==> src/rtl/cic_comb_chain.sv <==
// Comb (differentiator) section of the multi-channel CIC decimator.
// NUM_STAGES pipelined comb stages with per-channel (4 channel) delay
// registers, followed by an arithmetic right shift and truncation to
// OUT_WIDTH on a valid/ready output.
// Optional feature macro: CIC_COMB_ROUND_EN (round half up before the
// shift, plus one extra output pipeline register).
module cic_comb_chain #(
  parameter int unsigned WIDTH      = 64,
  parameter int unsigned OUT_WIDTH  = 32,
  parameter int unsigned NUM_STAGES = 5
) (
  input  logic                 clk_i,
  input  logic                 rstn_i,
  input  logic                 clr_i,
  input  logic [5:0]           shift_i,
  input  logic [WIDTH-1:0]     data_i,
  input  logic [1:0]           ch_i,
  input  logic                 valid_i,
  output logic                 ready_o,
  output logic [OUT_WIDTH-1:0] data_o,
  output logic [1:0]           ch_o,
  output logic                 valid_o,
  input  logic                 ready_i
);

  localparam int unsigned MAX_SH = WIDTH - OUT_WIDTH;
  localparam int unsigned LAST   = NUM_STAGES - 1;
  localparam int unsigned NCH    = 4;

  logic [WIDTH-1:0]      data_q [NUM_STAGES];
  logic [WIDTH-1:0]      data_d [NUM_STAGES];
  logic [1:0]            ch_q   [NUM_STAGES];
  logic [1:0]            ch_d   [NUM_STAGES];
  logic [NUM_STAGES-1:0] vld_q, vld_d;
  logic [WIDTH-1:0]      dly_q  [NUM_STAGES][NCH];
  logic [WIDTH-1:0]      dly_d  [NUM_STAGES][NCH];

  logic [WIDTH-1:0]      in_data [NUM_STAGES];
  logic [1:0]            in_ch   [NUM_STAGES];
  logic [NUM_STAGES-1:0] in_vld;

  logic                  adv;
  logic [6:0]            sh_amt;
  logic [WIDTH-1:0]      rnd_val;
  logic signed [WIDTH-1:0] shifted;
  logic [OUT_WIDTH-1:0]  scaled;

  // Effective shift, clamped so the result never shifts past the output width
  assign sh_amt = (32'(shift_i) > MAX_SH) ? 7'(MAX_SH) : 7'(shift_i);

`ifdef CIC_COMB_ROUND_EN
  // Round half up; the addition wraps in WIDTH bits (carry dropped)
  assign rnd_val = (sh_amt != 7'd0) ? (data_q[LAST] + (WIDTH'(1) << (sh_amt - 7'd1)))
                                    : data_q[LAST];
`else
  assign rnd_val = data_q[LAST];
`endif

  assign shifted = $signed(rnd_val) >>> sh_amt;
  assign scaled  = shifted[OUT_WIDTH-1:0];

  // Stage input mapping: stage 0 takes the port, later stages the previous stage
  always_comb begin
    in_data[0] = data_i;
    in_ch[0]   = ch_i;
    in_vld     = '0;
    in_vld[0]  = valid_i;
    for (int k = 1; k < NUM_STAGES; k++) begin
      in_data[k] = data_q[k-1];
      in_ch[k]   = ch_q[k-1];
      in_vld[k]  = vld_q[k-1];
    end
  end

  // Comb stage next state: y = x - x[-1] per channel, whole chain advances together
  always_comb begin
    data_d = data_q;
    ch_d   = ch_q;
    vld_d  = vld_q;
    dly_d  = dly_q;
    if (clr_i) begin
      vld_d = '0;
      for (int k = 0; k < NUM_STAGES; k++) begin
        for (int c = 0; c < NCH; c++) begin
          dly_d[k][c] = '0;
        end
      end
    end else if (adv) begin
      for (int k = 0; k < NUM_STAGES; k++) begin
        vld_d[k] = in_vld[k];
        if (in_vld[k]) begin
          data_d[k]              = in_data[k] - dly_q[k][in_ch[k]];
          ch_d[k]                = in_ch[k];
          dly_d[k][in_ch[k]]     = in_data[k];
        end
      end
    end
  end

  // Stage and delay-line registers
  always_ff @(posedge clk_i or negedge rstn_i) begin
    if (!rstn_i) begin
      vld_q <= '0;
      for (int k = 0; k < NUM_STAGES; k++) begin
        data_q[k] <= '0;
        ch_q[k]   <= '0;
        for (int c = 0; c < NCH; c++) begin
          dly_q[k][c] <= '0;
        end
      end
    end else begin
      vld_q  <= vld_d;
      data_q <= data_d;
      ch_q   <= ch_d;
      dly_q  <= dly_d;
    end
  end

`ifdef CIC_COMB_ROUND_EN
  logic [OUT_WIDTH-1:0] out_data_q, out_data_d;
  logic [1:0]           out_ch_q, out_ch_d;
  logic                 out_vld_q, out_vld_d;

  assign adv = ~out_vld_q | ready_i;

  // Output register next state: captures the rounded, scaled last-stage value
  always_comb begin
    out_data_d = out_data_q;
    out_ch_d   = out_ch_q;
    out_vld_d  = out_vld_q;
    if (clr_i) begin
      out_vld_d = 1'b0;
    end else if (adv) begin
      out_vld_d = vld_q[LAST];
      if (vld_q[LAST]) begin
        out_data_d = scaled;
        out_ch_d   = ch_q[LAST];
      end
    end
  end

  // Output pipeline register
  always_ff @(posedge clk_i or negedge rstn_i) begin
    if (!rstn_i) begin
      out_data_q <= '0;
      out_ch_q   <= '0;
      out_vld_q  <= 1'b0;
    end else begin
      out_data_q <= out_data_d;
      out_ch_q   <= out_ch_d;
      out_vld_q  <= out_vld_d;
    end
  end

  assign data_o  = out_data_q;
  assign ch_o    = out_ch_q;
  assign valid_o = out_vld_q;
`else
  assign adv     = ~vld_q[LAST] | ready_i;
  assign data_o  = scaled;
  assign ch_o    = ch_q[LAST];
  assign valid_o = vld_q[LAST];
`endif

  assign ready_o = adv;

endmodule

==> config.mk <==
export PLATFORM = sky130hd
export DESIGN_NAME = cic_comb_chain
export DESIGN_NICKNAME = d
export VERILOG_FILES = /design/src/rtl/cic_comb_chain.sv
export SDC_FILE = /design/constraint.sdc
export NUM_CORES = 2
export LEC_CHECK = 0
export CORE_ASPECT_RATIO = 2
export CORE_UTILIZATION = 30
export DETAILED_ROUTE_END_ITERATION = 12
export HOLD_SLACK_MARGIN = 0.02
export PLACE_DENSITY = 0.45
export SYNTH_ARGS = -nofsm -noshare
export SYNTH_HDL_FRONTEND = slang
export SYNTH_SLANG_ARGS = --single-unit
==> constraint.sdc <==
create_clock -name clk_i -period 5.36 [get_ports clk_i]
set_input_delay 0.804 -clock clk_i [delete_from_list [all_inputs] [get_ports clk_i]]
set_output_delay 0.804 -clock clk_i [all_outputs]
set_load 0.03 [all_outputs]
==> key figures <==
Global route
  • Overall global routing resource usage: 18.7%
  • First-pass GRT wire length: 463 mm
  • Via count of the first global-routing pass: 79379
  • Maximum number of pins on one net before global-route repair: 209
  • Number of antenna violations at the first check in global routing: 4
  • Overflow left after global routing: 0

Setup path
  • Path type of the worst setup path: in -> out
  • Number of buffer and inverter instances along the worst setup path: 3
  • Kind of cell adding the most delay to the critical path: buffers and inverters
  • R2R setup slack: 0.25 ns
  • Length in cells of the worst reg-to-reg path: 17
  • Highest cell delay on the worst timing path: 0.71 ns
  • Startpoint kind of the worst setup timing path: input port
  • Crit end category: output pin
  • Maximum fanout count along the critical path: 61
  • Critical R2R Launch: ch_q[4]
  • Critical-path top delay cell: a211oi_1
  • WP data required: 4.56 ns
  • Worst Path Arrival: 4.31 ns
  • Cell breakdown of the critical path: clkdlybuf4s50_1 -> nor2b_4 -> buf_12 -> a21oi_1 -> mux2i_1 -> mux2i_1 -> a211oi_1 -> a31oi_1 -> o21ai_0 -> clkdlybuf4s50_1
  • End of the worst register-to-register path: data_q[115]

Drt
  • Routed WL per cell: 20.2 um
  • Initial DRC count: 4435
  • Drt via density: 5.16
  • Final antenna-violating net count: 0
  • Via count of the routed design: 75563
  • First-pass DRT Iterations: 5
  • Wirelength, routed: 296 mm
  • DRC violation count after routing: 0

Floorplanning
  • Number of I/O pins: 113
  • Chip Height: 787 um
  • Number of placement rows: 287
  • Starting density of the core: 30.2%
  • Area of the die: 310000 um^2
  • Core Footprint: 306000 um^2
  • Die X-Extent: 394 um

Clock tree
  • Max clock buf depth: 4
  • Total setup buffers inserted after CTS: 0
  • Later-pin clock latency in the skew report: 0.84 ns
  • Clock tree root buffer cell: clkbuf_16
  • TritonCTS clock tree: built
  • H-tree lvl count: 4
  • Clock transition at path regs: 0.06 ns
  • Number of clock buffers inserted by TritonCTS: 172
  • Count of clock tree sinks: 1615

STA
  • Final critical path time including I/O delays and setup: 5.11 ns
  • RSZ-0062 raised after global routing: false
  • Slew at the pin with the worst max-slew slack: 1.16 ns
  • Highest Clock Rate: 0.196 GHz
  • Setup-failing EPs final: 0
  • Share of the clock period used by the worst path: 95.3%
  • Max-slew headroom at the worst pin: 22.4%
  • Worst clock skew: 0.0346 ns
  • Max-slew violation total from the final report: 0
  • Final TNS setup: 0 ns
  • Hold violation total from the final report: 0

Synthesis
  • Xor and xnor fraction of the mapped netlist area: 2.68%
  • Portion of the post-synthesis area used by sequential elements: 43.7%
  • Flip-flop and latch count after synthesis: 1615
  • Biggest area contributors in the synthesized netlist: dfrtp_1 44%, nand2_1 13%, a21oi_1 9.2%
  • Net count after synthesis: 11017
  • Share of the synthesized area in the top cell type: 43.7%
  • Multiplexer share of the synthesized area: 9.83%
  • Proportion of register bits with asynchronous set or reset after synthesis: 100%
  • Mapped Area: 92400 um^2
  • Number of instances in the synthesized netlist: 10590
  • Post-synthesis adder-cell area fraction: 4.78%
  • Predominant post-synthesis flop cell: dfrtp_1
  • Leading area contributor after synthesis: dfrtp_1
  • Compound-Gate Fraction of Synth Area: 17.0%
  • EDFF count, synth: 0
  • Main combinational cell family by area after synthesis: simple AND/OR/NAND/NOR gates
  • Post-Syn Area per Cell: 8.73 um^2
  • Number of distinct standard cells referenced by the synthesized netlist: 104
  • Synth Warn #: 0
  • Simple logic cell fraction of the synthesized area: 17.2%

Flow run
  • Max-cap violation count: 0

Worst hold path
  • Min-delay src: ch_o[1]
  • Capture endpoint of the worst hold path: ch_o[1]
  • Path type of the worst min-delay path: reg -> reg
  • Hold path depth: 2

Outcome
  • Outcome: complete, no violations

Place
  • Post-detail-place hpwl: 207 mm
  • Number of input and output port buffers inserted: 112
  • Placer congestion estimate: 0.907

Final layout
  • Net count, final: 10880
  • Final design utilization: 34.2%
  • Fraction of layout instances using a drive strength above 1: 9.47%
  • Sequential cell area: 40400 um^2
  • Area overhead of the layout relative to synthesis: 13.2%
  • Area of the multi-input gates: 47800 um^2
  • Fill cell instance count of the final layout: 31893

Pwr
  • Power density over the cells: 446 nW/um^2
  • Leak Pwr: 0.0428 uW
  • IR Drop Worst-Case VDD: 0.260 mV
==> cell type report <==
class | instances | area share, %
diodes | 5 | 0.0120
inverters | 399 | 1.43
clock inverters | 61 | 0.833
clock buffers | 244 | 4.74
multi-input cells | 7852 | 45.6
repair buffers | 413 | 3.86
flip-flops and latches | 1615 | 38.6
well taps | 4046 | 4.84
==> worst reg2reg max path: cells and delay by family (launching register included) <==
| kind | cells | cell delay, ns |
|---|---|---|
| AOI/OAI and AO/OA | 8 | 2.27 |
| xor gates and xnor gates | 1 | 0.18 |
| adders and majority gates | 1 | 0.26 |
| buffers and inverters | 5 | 1.01 |
| DFF | 1 | 0.67 |
| muxes | 1 | 0.53 |
| and+or+nand+nor | 1 | 0.08 |
==> how the worst max path moves through the flow <==
stage	startpoint	to	slack [ns]	cells after the start
6_report	shift_i[0]	data_o[20]	0.25	10
5_1_grt	ch_q[8]	data_q[240]	0.01	16
4_1_cts	ch_q[6]	data_q[189]	0.16	15
3_5_place_dp	ch_q[6]	data_q[189]	0.15	15
3_3_place_gp	ch_i[0]	data_q[304]	0.14	15
2_1_floorplan	ch_i[0]	data_q[319]	0.40	16
==> per-stage QoR <==
step	hold slack, ns	cells	power (uW)	instance area [um^2]	setup WS (ns)
finish	0.493	14635	46700	105000	0.250
global route	0.509	14634	49500	105000	0.0106
CTS	0.441	14630	47200	105000	0.160
detailed placement	0.493	14324	34200	98800	0.153
global placement	0.488	14324	34000	98800	0.139
floorplan	0.447	10590	27400	92400	0.395
==> synth_stat cells, types with 109 or more instances <==
cell and count:
nand2_1 3214, nor2_1 229, mux2i_1 175, ha_1 345
dfrtp_1 1615, inv_1 399, xnor2_1 146, clkbuf_1 614
xor2_1 137, a21o_1 163, mux4_2 324, o21ai_0 462
a21oi_1 1700, nand4_1 109
==> metal layers <==
layer / up-vias / GRT usage [%] / routed length [um]
li1: 36030 / - / -
met1: 37137 / 19.3 / 106000
met5: - / 0 / 0
met4: 0 / 9.96 / 16700
met2: 1738 / 36.9 / 164000
met3: 658 / 1.56 / 8910
==> power by group <==
group / switching (uW) / internal (uW) / leakage (uW)
sequential: 2150 / 13400 / 0.0220
clock: 5230 / 7450 / 0.00288
combinational: 11200 / 7300 / 0.0179
==> placed cells by master, fill, tap and decap left out, drive strengths merged, types with 35 or more instances in the layout <==
cell type,count
nand2,3214
a21oi,1702
dfrtp,1615
o21ai,498
inv,403
ha,345
mux4,324
buf,306
clkbuf,244
nor2,230
mux2i,175
a21o,168
xnor2,146
xor2,137
nand4,110
clkdlybuf4s50,106
nand3,71
o21bai,59
nor3,58
a211oi,57
a31oi,45
nand2b,41
and2,37
nor2b,35
==> registers in the layout (all words and copies together) (netlist names) <==
name     count
ch_q         8
vld_q        5
data_q     256
dly_q     1280
ch_o         2
rnd_val     64
==> repair_timing <==
| item | CTS | global route |
|---|---|---|
| gates resized for setup | 0 | 2 |
| endpoints found under the setup margin | 0 | 2 |
| hold buffers | 1 | 0 |
| hold endpoints to repair | 18 | 0 |
==> logic make-up (layout without fill, tap and decap cells) <==
group	count (synthesis)	in the layout
and+or+nand+nor	3925	3925
adders and majority gates	350	350
muxes	502	502
other	0	5
DFF	1615	1615
buffers and inverters	1123	1117
AOI/OAI and AO/OA	2792	2792
xor gates and xnor gates	283	283
Power figures use the tool's default switching activity.
